--- src/rtl/lcd_bus_sequencer.sv ---
// ---------------------------------------------------------------------------
// lcd_bus_sequencer
//
// Purpose:
//   Write-only driver for a KS0066/HD44780-compatible 16x2 character LCD on
//   its 8-bit parallel bus. After reset it waits PowerUpTime cycles, sends
//   the four-instruction init sequence (0x38, 0x0C, 0x01, 0x06), then
//   repeatedly redraws both lines from LineA/LineB. Each frame is:
//   0x80, 16 characters of LineA, 0xC0, 16 characters of LineB, followed by
//   RefreshTime idle cycles. The LCD busy flag is never read; all pacing
//   comes from fixed cycle-count waits.
//
//   Every bus transfer is SETUP (1 cycle, E=0) -> PULSE (EPulse cycles,
//   E=1) -> HOLD (wait cycles, E=0). DB and RS are loaded only on entry to
//   SETUP, so they are stable for the whole strobe and hold.
//
// Configuration macro:
//   LCD_LINE_SNAPSHOT_EN - when defined, LineA/LineB are copied into an
//   internal 256-bit snapshot on the cycle the FSM enters FRAME, so every
//   frame shows one coherent image. When undefined, each character is
//   sampled live at the edge that starts its SETUP cycle.
//
// Ports:
//   mclk        in   main clock
//   rst         in   synchronous active-high reset
//   LineA[127:0] in  top line, byte [7:0] = leftmost column
//   LineB[127:0] in  bottom line, same packing
//   DB[7:0]     out  LCD data bus
//   RS          out  register select (0 = instruction, 1 = data)
//   E           out  LCD enable strobe
//   RW          out  read/write select, constant 0
//   ready       out  high once initialisation is complete
//   frame_done  out  one-cycle pulse in the first REFRESH cycle
// ---------------------------------------------------------------------------
module lcd_bus_sequencer #(
  parameter int unsigned EPulse        = 2,
  parameter logic [15:0] InsWaitTime   = 16'd10,
  parameter int unsigned DataWaitTime  = 10,
  parameter int unsigned ClearWaitTime = 200,
  parameter int unsigned PowerUpTime   = 1000,
  parameter int unsigned RefreshTime   = 320
) (
  input  logic         mclk,
  input  logic         rst,
  input  logic [127:0] LineA,
  input  logic [127:0] LineB,
  output logic [7:0]   DB,
  output logic         RS,
  output logic         E,
  output logic         RW,
  output logic         ready,
  output logic         frame_done
);

  localparam logic [31:0] E_PULSE    = 32'(EPulse);
  localparam logic [31:0] INS_WAIT   = 32'(InsWaitTime);
  localparam logic [31:0] DATA_WAIT  = 32'(DataWaitTime);
  localparam logic [31:0] CLEAR_WAIT = 32'(ClearWaitTime);
  localparam logic [31:0] POWERUP    = 32'(PowerUpTime);
  localparam logic [31:0] REFRESH    = 32'(RefreshTime);

  localparam logic [7:0] CMD_LINE_A = 8'h80;
  localparam logic [7:0] CMD_LINE_B = 8'hC0;

  typedef enum logic [1:0] {
    ST_POWERUP,
    ST_INIT,
    ST_FRAME,
    ST_REFRESH
  } state_e;

  typedef enum logic [1:0] {
    PH_SETUP,
    PH_PULSE,
    PH_HOLD
  } phase_e;

  // Init instruction table, indexed by init step.
  function automatic logic [7:0] init_cmd(input logic [1:0] idx);
    logic [7:0] cmd;
    case (idx)
      2'd0:    cmd = 8'h38;  // 8-bit bus, 2 lines, 5x8 font
      2'd1:    cmd = 8'h0C;  // display on, cursor off
      2'd2:    cmd = 8'h01;  // clear display (long wait)
      default: cmd = 8'h06;  // increment, no shift
    endcase
    return cmd;
  endfunction

  // Pick one character byte from the selected line.
  function automatic logic [7:0] pick_char(input logic [127:0] line_a,
                                           input logic [127:0] line_b,
                                           input logic         sel_b,
                                           input logic [3:0]   idx);
    logic [127:0] line;
    line = sel_b ? line_b : line_a;
    return line[{idx, 3'b000} +: 8];
  endfunction

  state_e      state_q, state_d;
  phase_e      phase_q, phase_d;
  logic [31:0] cnt_q, cnt_d;
  logic [1:0]  init_idx_q, init_idx_d;
  logic        line_sel_q, line_sel_d;   // 0 = LineA, 1 = LineB
  logic        is_addr_q, is_addr_d;     // current transfer is 0x80/0xC0
  logic [3:0]  char_idx_q, char_idx_d;
  logic [7:0]  db_q, db_d;
  logic        rs_q, rs_d;
  logic        e_q, e_d;
  logic        ready_q, ready_d;
  logic        frame_done_q, frame_done_d;

  logic        enter_frame;
  logic        xfer_done;
  logic [31:0] cur_wait;
  logic [127:0] src_a, src_b;

`ifdef LCD_LINE_SNAPSHOT_EN
  logic [255:0] snap_q;

  // NOTE: the snapshot is pure data storage that is always overwritten before
  // it is read (on FRAME entry), so it carries no reset.
  always_ff @(posedge mclk) begin
    if (enter_frame) begin
      snap_q <= {LineB, LineA};
    end
  end

  assign src_a = snap_q[127:0];
  assign src_b = snap_q[255:128];
`else
  assign src_a = LineA;
  assign src_b = LineB;
`endif

  // Hold length of the transfer currently on the bus.
  always_comb begin
    if (state_q == ST_INIT) begin
      cur_wait = (init_idx_q == 2'd2) ? CLEAR_WAIT : INS_WAIT;
    end else begin
      cur_wait = is_addr_q ? INS_WAIT : DATA_WAIT;
    end
  end

  // NOTE: every variable assigned here gets a default first; a path that
  // skipped an assignment would otherwise infer a latch.
  always_comb begin
    state_d      = state_q;
    phase_d      = phase_q;
    cnt_d        = cnt_q;
    init_idx_d   = init_idx_q;
    line_sel_d   = line_sel_q;
    is_addr_d    = is_addr_q;
    char_idx_d   = char_idx_q;
    db_d         = db_q;
    rs_d         = rs_q;
    e_d          = e_q;
    ready_d      = ready_q;
    frame_done_d = 1'b0;
    enter_frame  = 1'b0;
    xfer_done    = 1'b0;

    case (state_q)
      ST_POWERUP: begin
        if (cnt_q + 32'd1 >= POWERUP) begin
          state_d    = ST_INIT;
          phase_d    = PH_SETUP;
          cnt_d      = '0;
          init_idx_d = 2'd0;
          db_d       = init_cmd(2'd0);
          rs_d       = 1'b0;
        end else begin
          cnt_d = cnt_q + 32'd1;
        end
      end

      ST_INIT, ST_FRAME: begin
        case (phase_q)
          PH_SETUP: begin
            phase_d = PH_PULSE;
            e_d     = 1'b1;
            cnt_d   = '0;
          end
          PH_PULSE: begin
            if (cnt_q + 32'd1 >= E_PULSE) begin
              e_d   = 1'b0;
              cnt_d = '0;
              // A zero wait skips HOLD; next SETUP follows PULSE directly.
              if (cur_wait == 32'd0) begin
                xfer_done = 1'b1;
              end else begin
                phase_d = PH_HOLD;
              end
            end else begin
              cnt_d = cnt_q + 32'd1;
            end
          end
          default: begin  // PH_HOLD
            if (cnt_q + 32'd1 >= cur_wait) begin
              xfer_done = 1'b1;
            end else begin
              cnt_d = cnt_q + 32'd1;
            end
          end
        endcase

        if (xfer_done) begin
          cnt_d   = '0;
          phase_d = PH_SETUP;
          if (state_q == ST_INIT) begin
            if (init_idx_q == 2'd3) begin
              ready_d     = 1'b1;
              enter_frame = 1'b1;
            end else begin
              init_idx_d = init_idx_q + 2'd1;
              db_d       = init_cmd(init_idx_q + 2'd1);
              rs_d       = 1'b0;
            end
          end else if (is_addr_q) begin
            // Address set just finished: first character of this line.
            is_addr_d = 1'b0;
            rs_d      = 1'b1;
            db_d      = pick_char(src_a, src_b, line_sel_q, char_idx_q);
          end else if (char_idx_q == 4'd15) begin
            // Index wraps back to 0 for the next line or frame.
            char_idx_d = char_idx_q + 4'd1;
            if (!line_sel_q) begin
              line_sel_d = 1'b1;
              is_addr_d  = 1'b1;
              rs_d       = 1'b0;
              db_d       = CMD_LINE_B;
            end else begin
              state_d      = ST_REFRESH;
              frame_done_d = 1'b1;
            end
          end else begin
            char_idx_d = char_idx_q + 4'd1;
            rs_d       = 1'b1;
            db_d       = pick_char(src_a, src_b, line_sel_q, char_idx_q + 4'd1);
          end
        end
      end

      default: begin  // ST_REFRESH
        if (cnt_q + 32'd1 >= REFRESH) begin
          enter_frame = 1'b1;
        end else begin
          cnt_d = cnt_q + 32'd1;
        end
      end
    endcase

    // Common entry into FRAME, from INIT or REFRESH: start with 0x80.
    if (enter_frame) begin
      state_d    = ST_FRAME;
      phase_d    = PH_SETUP;
      cnt_d      = '0;
      line_sel_d = 1'b0;
      is_addr_d  = 1'b1;
      char_idx_d = 4'd0;
      db_d       = CMD_LINE_A;
      rs_d       = 1'b0;
    end
  end

  // NOTE: sequential state uses non-blocking assignments so every flop
  // samples the pre-edge values regardless of statement order.
  always_ff @(posedge mclk) begin
    if (rst) begin
      state_q      <= ST_POWERUP;
      phase_q      <= PH_SETUP;
      cnt_q        <= '0;
      init_idx_q   <= 2'd0;
      line_sel_q   <= 1'b0;
      is_addr_q    <= 1'b0;
      char_idx_q   <= 4'd0;
      db_q         <= 8'h00;
      rs_q         <= 1'b0;
      e_q          <= 1'b0;
      ready_q      <= 1'b0;
      frame_done_q <= 1'b0;
    end else begin
      state_q      <= state_d;
      phase_q      <= phase_d;
      cnt_q        <= cnt_d;
      init_idx_q   <= init_idx_d;
      line_sel_q   <= line_sel_d;
      is_addr_q    <= is_addr_d;
      char_idx_q   <= char_idx_d;
      db_q         <= db_d;
      rs_q         <= rs_d;
      e_q          <= e_d;
      ready_q      <= ready_d;
      frame_done_q <= frame_done_d;
    end
  end

  assign DB         = db_q;
  assign RS         = rs_q;
  assign E          = e_q;
  assign RW         = 1'b0;
  assign ready      = ready_q;
  assign frame_done = frame_done_q;

endmodule

--- config.mk ---
export PLATFORM = sky130hd
export DESIGN_NAME = lcd_bus_sequencer
export DESIGN_NICKNAME = d
export VERILOG_FILES = /design/src/rtl/lcd_bus_sequencer.sv
export SDC_FILE = /design/constraint.sdc
export NUM_CORES = 1
export LEC_CHECK = 0
export BUFFER_PORTS_ARGS = -buffer_cell sky130_fd_sc_hd__buf_4
export CORE_AREA = 5 5 136 138
export DETAILED_ROUTE_END_ITERATION = 12
export DIE_AREA = 0 0 141 143
export PLACE_DENSITY = 0.79
export SLEW_MARGIN = 5
export SYNTH_ARGS = -nofsm -noshare
export SYNTH_HDL_FRONTEND = slang
export SYNTH_SLANG_ARGS = --single-unit
--- constraint.sdc ---
create_clock -name mclk -period 3.7 [get_ports mclk]
set_input_delay 0.185 -clock mclk [delete_from_list [all_inputs] [get_ports mclk]]
set_output_delay 0.185 -clock mclk [all_outputs]
set_load 0.01 [all_outputs]
-- Word-level counts from Yosys, hierarchy flattened
Cells that the tools add are included.
W data, S select, Z words.
- $add $sub $neg: 3
- multiply operators: 0
- div/mod/pow operators: 0
- magnitude comparators: 4
- eq/ne operators: 33
- shift operators: 2
- muxes and demuxes: 66
- bitwise operators: 5
- reductions and logical operators: 24
- operator list (cell ; count):
    $shiftx A128 B8 Y8 ; 2
    $mux W32 ; 5
    $mux W128 ; 1
    $pmux W32 S2 ; 2
    $mux W8 ; 10
    $add A32 B1 Y32 const B ; 1
    $ge A32 B10 Y1 const B ; 1
    $ge A32 B2 Y1 const B ; 1
    $ge A32 B8 Y1 ; 1
    $ge A32 B9 Y1 const B ; 1
    $logic_not A32 Y1 ; 1
    $mux W2 ; 14
    $reduce_and A5 Y1 ; 5
    $mux W1 ; 24
    $ne A2 B2 Y1 const B ; 9
    $ne A3 B3 Y1 const B ; 6
    $pmux W6 S3 ; 1
    $pmux W2 S2 ; 4
    $pmux W8 S2 ; 1
    $reduce_and A7 Y1 ; 2
    $ne A4 B4 Y1 const B ; 3
    $eq A2 B2 Y1 const B ; 4
    $pmux W1 S2 ; 4
    $reduce_and A4 Y1 ; 2
    19 further kinds ; 32
- flip-flop bits (word level): 56
- latch bits: 0
- memory bits (writable): 0
- bits in read-only memories: 0
- input bits: 258
- logic and storage cells: 151
- memories: 0

-- Logic depth before layout (Yosys ltp)
- depth in word-level cells: 12
- depth in mapped cells: 16

-- Worst setup path before layout
OpenSTA, ideal clock, no wires.
- kind: register to register
- start: reg cnt_q[0]
- end: reg init_idx_q[0]
- library setup time: 0.123 ns
- data arrival time: 3.489 ns
- data required time: 3.577 ns
- slack: 0.087 ns
- cell stages (with the launch flop): 13
- clock period less this slack: 3.613 ns
- cell sequence: dfxtp_1 -> ha_1 -> buf_4 -> nand4_2 -> or4_1 -> buf_2 -> o31a_1 -> nor4_4 -> o211ai_4 -> nor4b_4 -> nor2_2 -> o2111ai_2 -> mux2_1
- longest elaborated chain between the ends: 7
- RTL lines (element ; RTL line ; source):
    from (decl) ; 102 ; logic [31:0] cnt_q, cnt_d;
    from (signal assigned) ; 285 ; cnt_q <= cnt_d;
    $add A32 B1 Y32 * ; 165, 185, 199 ;
    $ge A32 B8 Y1 / $ge A32 B2 Y1 (equally long branches) ; 199, 185 ;
    $mux W1, on equally long branches ; 199, 185 ;
    $pmux W1 S2 ; 178 ; case (phase_q)
    $mux W1 ; 163 ; case (state_q)
    $ne A2 B1 Y1 (no line) ; n/a ;
    $reduce_and A5 Y1 (no line) * ; n/a ;
    to (signal assigned) ; 286 ; init_idx_q <= init_idx_d;
    to (decl) ; 103 ; logic [1:0] init_idx_q, init_idx_d;
Every way passes the cells marked *; elsewhere a longest branch is shown, timed or not. The select of a mux whose other input is x is not followed.
A chain may end at the register's enable or synchronous reset.

-- Final worst setup path
- start: reg cnt_q[0]
- end: reg cnt_q[0]
- longest elaborated chain between the ends: 8
- RTL lines (element ; RTL line ; source):
    $add A32 B1 Y32 * ; n/a ;
    $ge A32 B8 Y1 / $ge A32 B2 Y1 (equally long branches) ; 199, 185 ;
    $mux W1, on equally long branches ; 199, 185 ;
    $pmux W1 S2 ; 178 ;
    $mux W1 ; 163 ;
    $mux W1 ; 207 ; if (xfer_done) begin
    $pmux W1 S2 ; 163 ;
    $reduce_or A2 Y1 (no line) ; n/a ;
Marks and branches as above.

==> metrics.txt <==
status finished, final reports clean; Startpoint Class register; Seq/Total Area, Yosys 14.20%; DR pass1 iterations 5; Die X-Extent 141 um; initial antenna violation count 6; vias 8103; count of state elements after synthesis 56; Syn Nets 1016; Synth Cell Area 7895 um2; P_leak a little under 0.004 uW; final setup TNS 0 ps; Hold/Removal Path Class input port to register; clk_lat worst skew about 300 ps; crit end category register; P_sw 495.2 uW; Data required, critical path approximately 3900 ps; peak fanout along the critical path 10; Pwr Total 1732 uW; Cell Count, Final, Fillers Out roughly 1200; gr ovfl total 0; max incr delay on CP 420 ps; vias in the first global route 8210; DRT iter0 DRCs 678; Die Ht 143 um; Vias/cell ~6.5; DP HPWL 24.22 mm; r2r setup slk about 300 ps; max-cap violations 0; Top delay family on crit path simple AND/OR/NAND/NOR gates; htree depth 2; RSZ-0062 raised after global routing no; clock skew 9.550 ps; Setup Viol. Count Final 0; share of cells above drive strength 1 roughly half; dpl ws 18.75 ps; Comb power frac 35.1%; final WL 29.43 mm; power per cell area 162.2 nW/um2; CTS Sinks 56; Initial Util a little under half; Slew Viols, Final 0; Setup CP Type register to register; Worst-Margin Slew 712.1 ps; Tmin final 3400 ps; worst path arrival time 3610 ps; Nets approximately 1300; Main synth FF type dfxtp_1; IO Port Bufs 269; Slowest-stage cell, CP dfxtp_2; largest net degree at the start of global routing 44; Max VDD drop 193.1 uV; Final Cycle Share approximately 90%; synthesized area per cell 10.61 um2; Seq pwr share 36.2%; placed cells 1228; Ys Warns 0; Clock Power Share 28.7%; Yosys cell types between 60 and 70; Final Util 62.62%; fmax 294.1 MHz; final-report hold violation count 0; GPL Wtd Cong 0.9804; Post-DRT Antenna Nets 0; core area 17060 um2; Worst Path Buf+Inv 2; global router's overall resource usage 28.40%; clock tree buffer depth 2; first-pass GRT wire length roughly 45 mm; CTS tree yes; DRC errors left 0; Async SR Flop Fraction 0%; EDFF count, synth 0; Wirelength per Cell roughly 24 um; clk slew on worst S/H paths 80 ps; area grow syn2layout 35.29%; sw frac 28.58%; P_int between 1000 and 1500 uW; cts bufs inserted 5; # rows 48; Post-Synthesis Cells between 700 and 800; Hold-fix buffers, CTS 0; worst setup margin 299.8 ps; Clock Tree Root clkbuf_16; Rel. slew slack 52.31%; crit path cell chain ha_1 > buf_4 > and4_1 > nand2_1 > xnor2_1 > ha_1 > o21ai_0 > a21oi_1 > nor4_1 > a221o_1 > a21oi_4 > buf_4 > or3_1 > a21oi_1; IO Count 271; die area about 20000 um2; total setup buffers inserted after CTS 0
-- layout make-up --
type | instances | area [um2]
diodes | 6 | 15.01
flip-flops and latches | 56 | 1130
well taps | 225 | 281.5
clock buffers | 5 | 125.1
repair buffers | 334 | 2608
multi-input cells | 600 | 6447
fillers | 1369 | 6375
inverters | 13 | 48.80
clock inverters | 3 | 26.28
-- worst reg2reg max path, stage by stage, from the launching register on --
cell and delay (ps):
dfxtp_2 420, ha_1 210, buf_4 160, and4_1 220
nand2_1 90, xnor2_1 240, ha_1 290, o21ai_0 160
a21oi_1 70, nor4_1 370, a221o_1 310, a21oi_4 130
buf_4 160, or3_1 300, a21oi_1 190
-- registers in the layout (all words and copies together) (netlist names) --
signal	cells
line_sel_q	1
is_addr_q	1
E	1
char_idx_q	4
frame_done	1
RS	1
init_idx_q	2
phase_q	2
DB	8
state_q	2
cnt_q	32
ready	1
-- routing by layer --
layer | wire [um] | GRT usage, %
met2 | 15260 | 50.73
met4 | 1138 | 9.893
met5 | 0 | 0
met1 | 10370 | 34.77
met3 | 2663 | 5.023
-- Yosys cell counts, types with 3 or more instances --
master     number  area share [%]
and2_1          9            0.71
a211oi_1        6            0.57
buf_4           3            0.29
nand3_1        30             1.9
buf_1          17            0.81
nor3_1         10            0.63
mux4_2        157              45
xnor2_1        16             1.8
xor2_1         18             2.0
nor3b_1         7            0.67
nand4_1        13             1.0
ha_1           14             2.2
a21o_1          8            0.76
dfxtp_1        56              14
o21ai_0        23             1.5
mux2_2          3            0.43
nand2_1        63             3.0
clkbuf_1       43             2.0
nor4_1         10            0.79
a31oi_1        19             1.5
o211ai_1       10            0.95
nand2b_1        5            0.40
or4_1           5            0.48
a21oi_1        35             2.2
mux2i_1        17             2.2
nand3b_1        3            0.29
or3_1           8            0.63
buf_2          12            0.76
and4_1          6            0.67
nor4_4          3            0.81
and3_1          4            0.32
o2111ai_1       3            0.33
inv_1          12            0.57
nor2_1         54             2.6
-- final timing paths --
check / from / to / depth (start not counted)
setup / recovery: cnt_q[0] / cnt_q[0] / 14
hold / removal: rst / state_q[1] / 2
setup reg to reg: cnt_q[0] / cnt_q[0] / 14
hold reg to reg: ready / ready / 2
-- per-stage QoR --
stage / hold WS [ps] / area (um2)
after floorplan: 453.5 / 7895
after global placement: 467.8 / 10490
after detailed placement: 466.9 / 10490
after CTS: 151.6 / 10640
after global routing: 161.0 / 10680
final: 150.7 / 10680
-- cells in the final DEF, fill, tap and decap left out, drive strengths merged, types with 3 or more instances in the layout --
cell     count
and2        10
nor4        14
inv         14
or3          8
diode        6
nor4b        3
xor2        18
o21ai       24
dfxtp       56
and4         6
ha          14
a211oi       6
buf        334
nor2        55
or4          5
a21oi       36
nand3       30
a21o         8
mux2         4
nand2       63
o2111ai      4
nand2b       5
nor3b        7
and3         4
a31oi       19
nand3b       3
clkbuf       5
o211ai      11
mux2i       17
nand4       15
mux4       157
xnor2       16
nor3        11
-- logic make-up after synthesis --
| family | Yosys count | synth area share (%) |
|---|---|---|
| other | 1 | 0.04750 |
| DFF | 56 | 14.20 |
| adders and majority gates | 14 | 2.219 |
| muxes | 178 | 47.51 |
| xor gates and xnor gates | 34 | 3.772 |
| AOI/OAI and AO/OA | 128 | 10.74 |
| buffers and inverters | 88 | 4.516 |
| and+or+nand+nor | 245 | 16.99 |
-- timing repair --
| action | 4_1_cts | 5_1_grt |
|---|---|---|
| endpoints found under the hold margin | 0 | 0 |
| endpoints found under the setup margin | 0 | 39 |
| resized for setup | 0 | 4 |
-- power groups by stage --
stage	combinational, uW	clock (uW)	sequential, uW
3_3_place_gp	576	0	640
5_1_grt	647	537	628
2_1_floorplan	255	0	640
6_report	608	498	627
3_5_place_dp	591	0	640
4_1_cts	595	507	626
(Power assumes the default switching activity.)
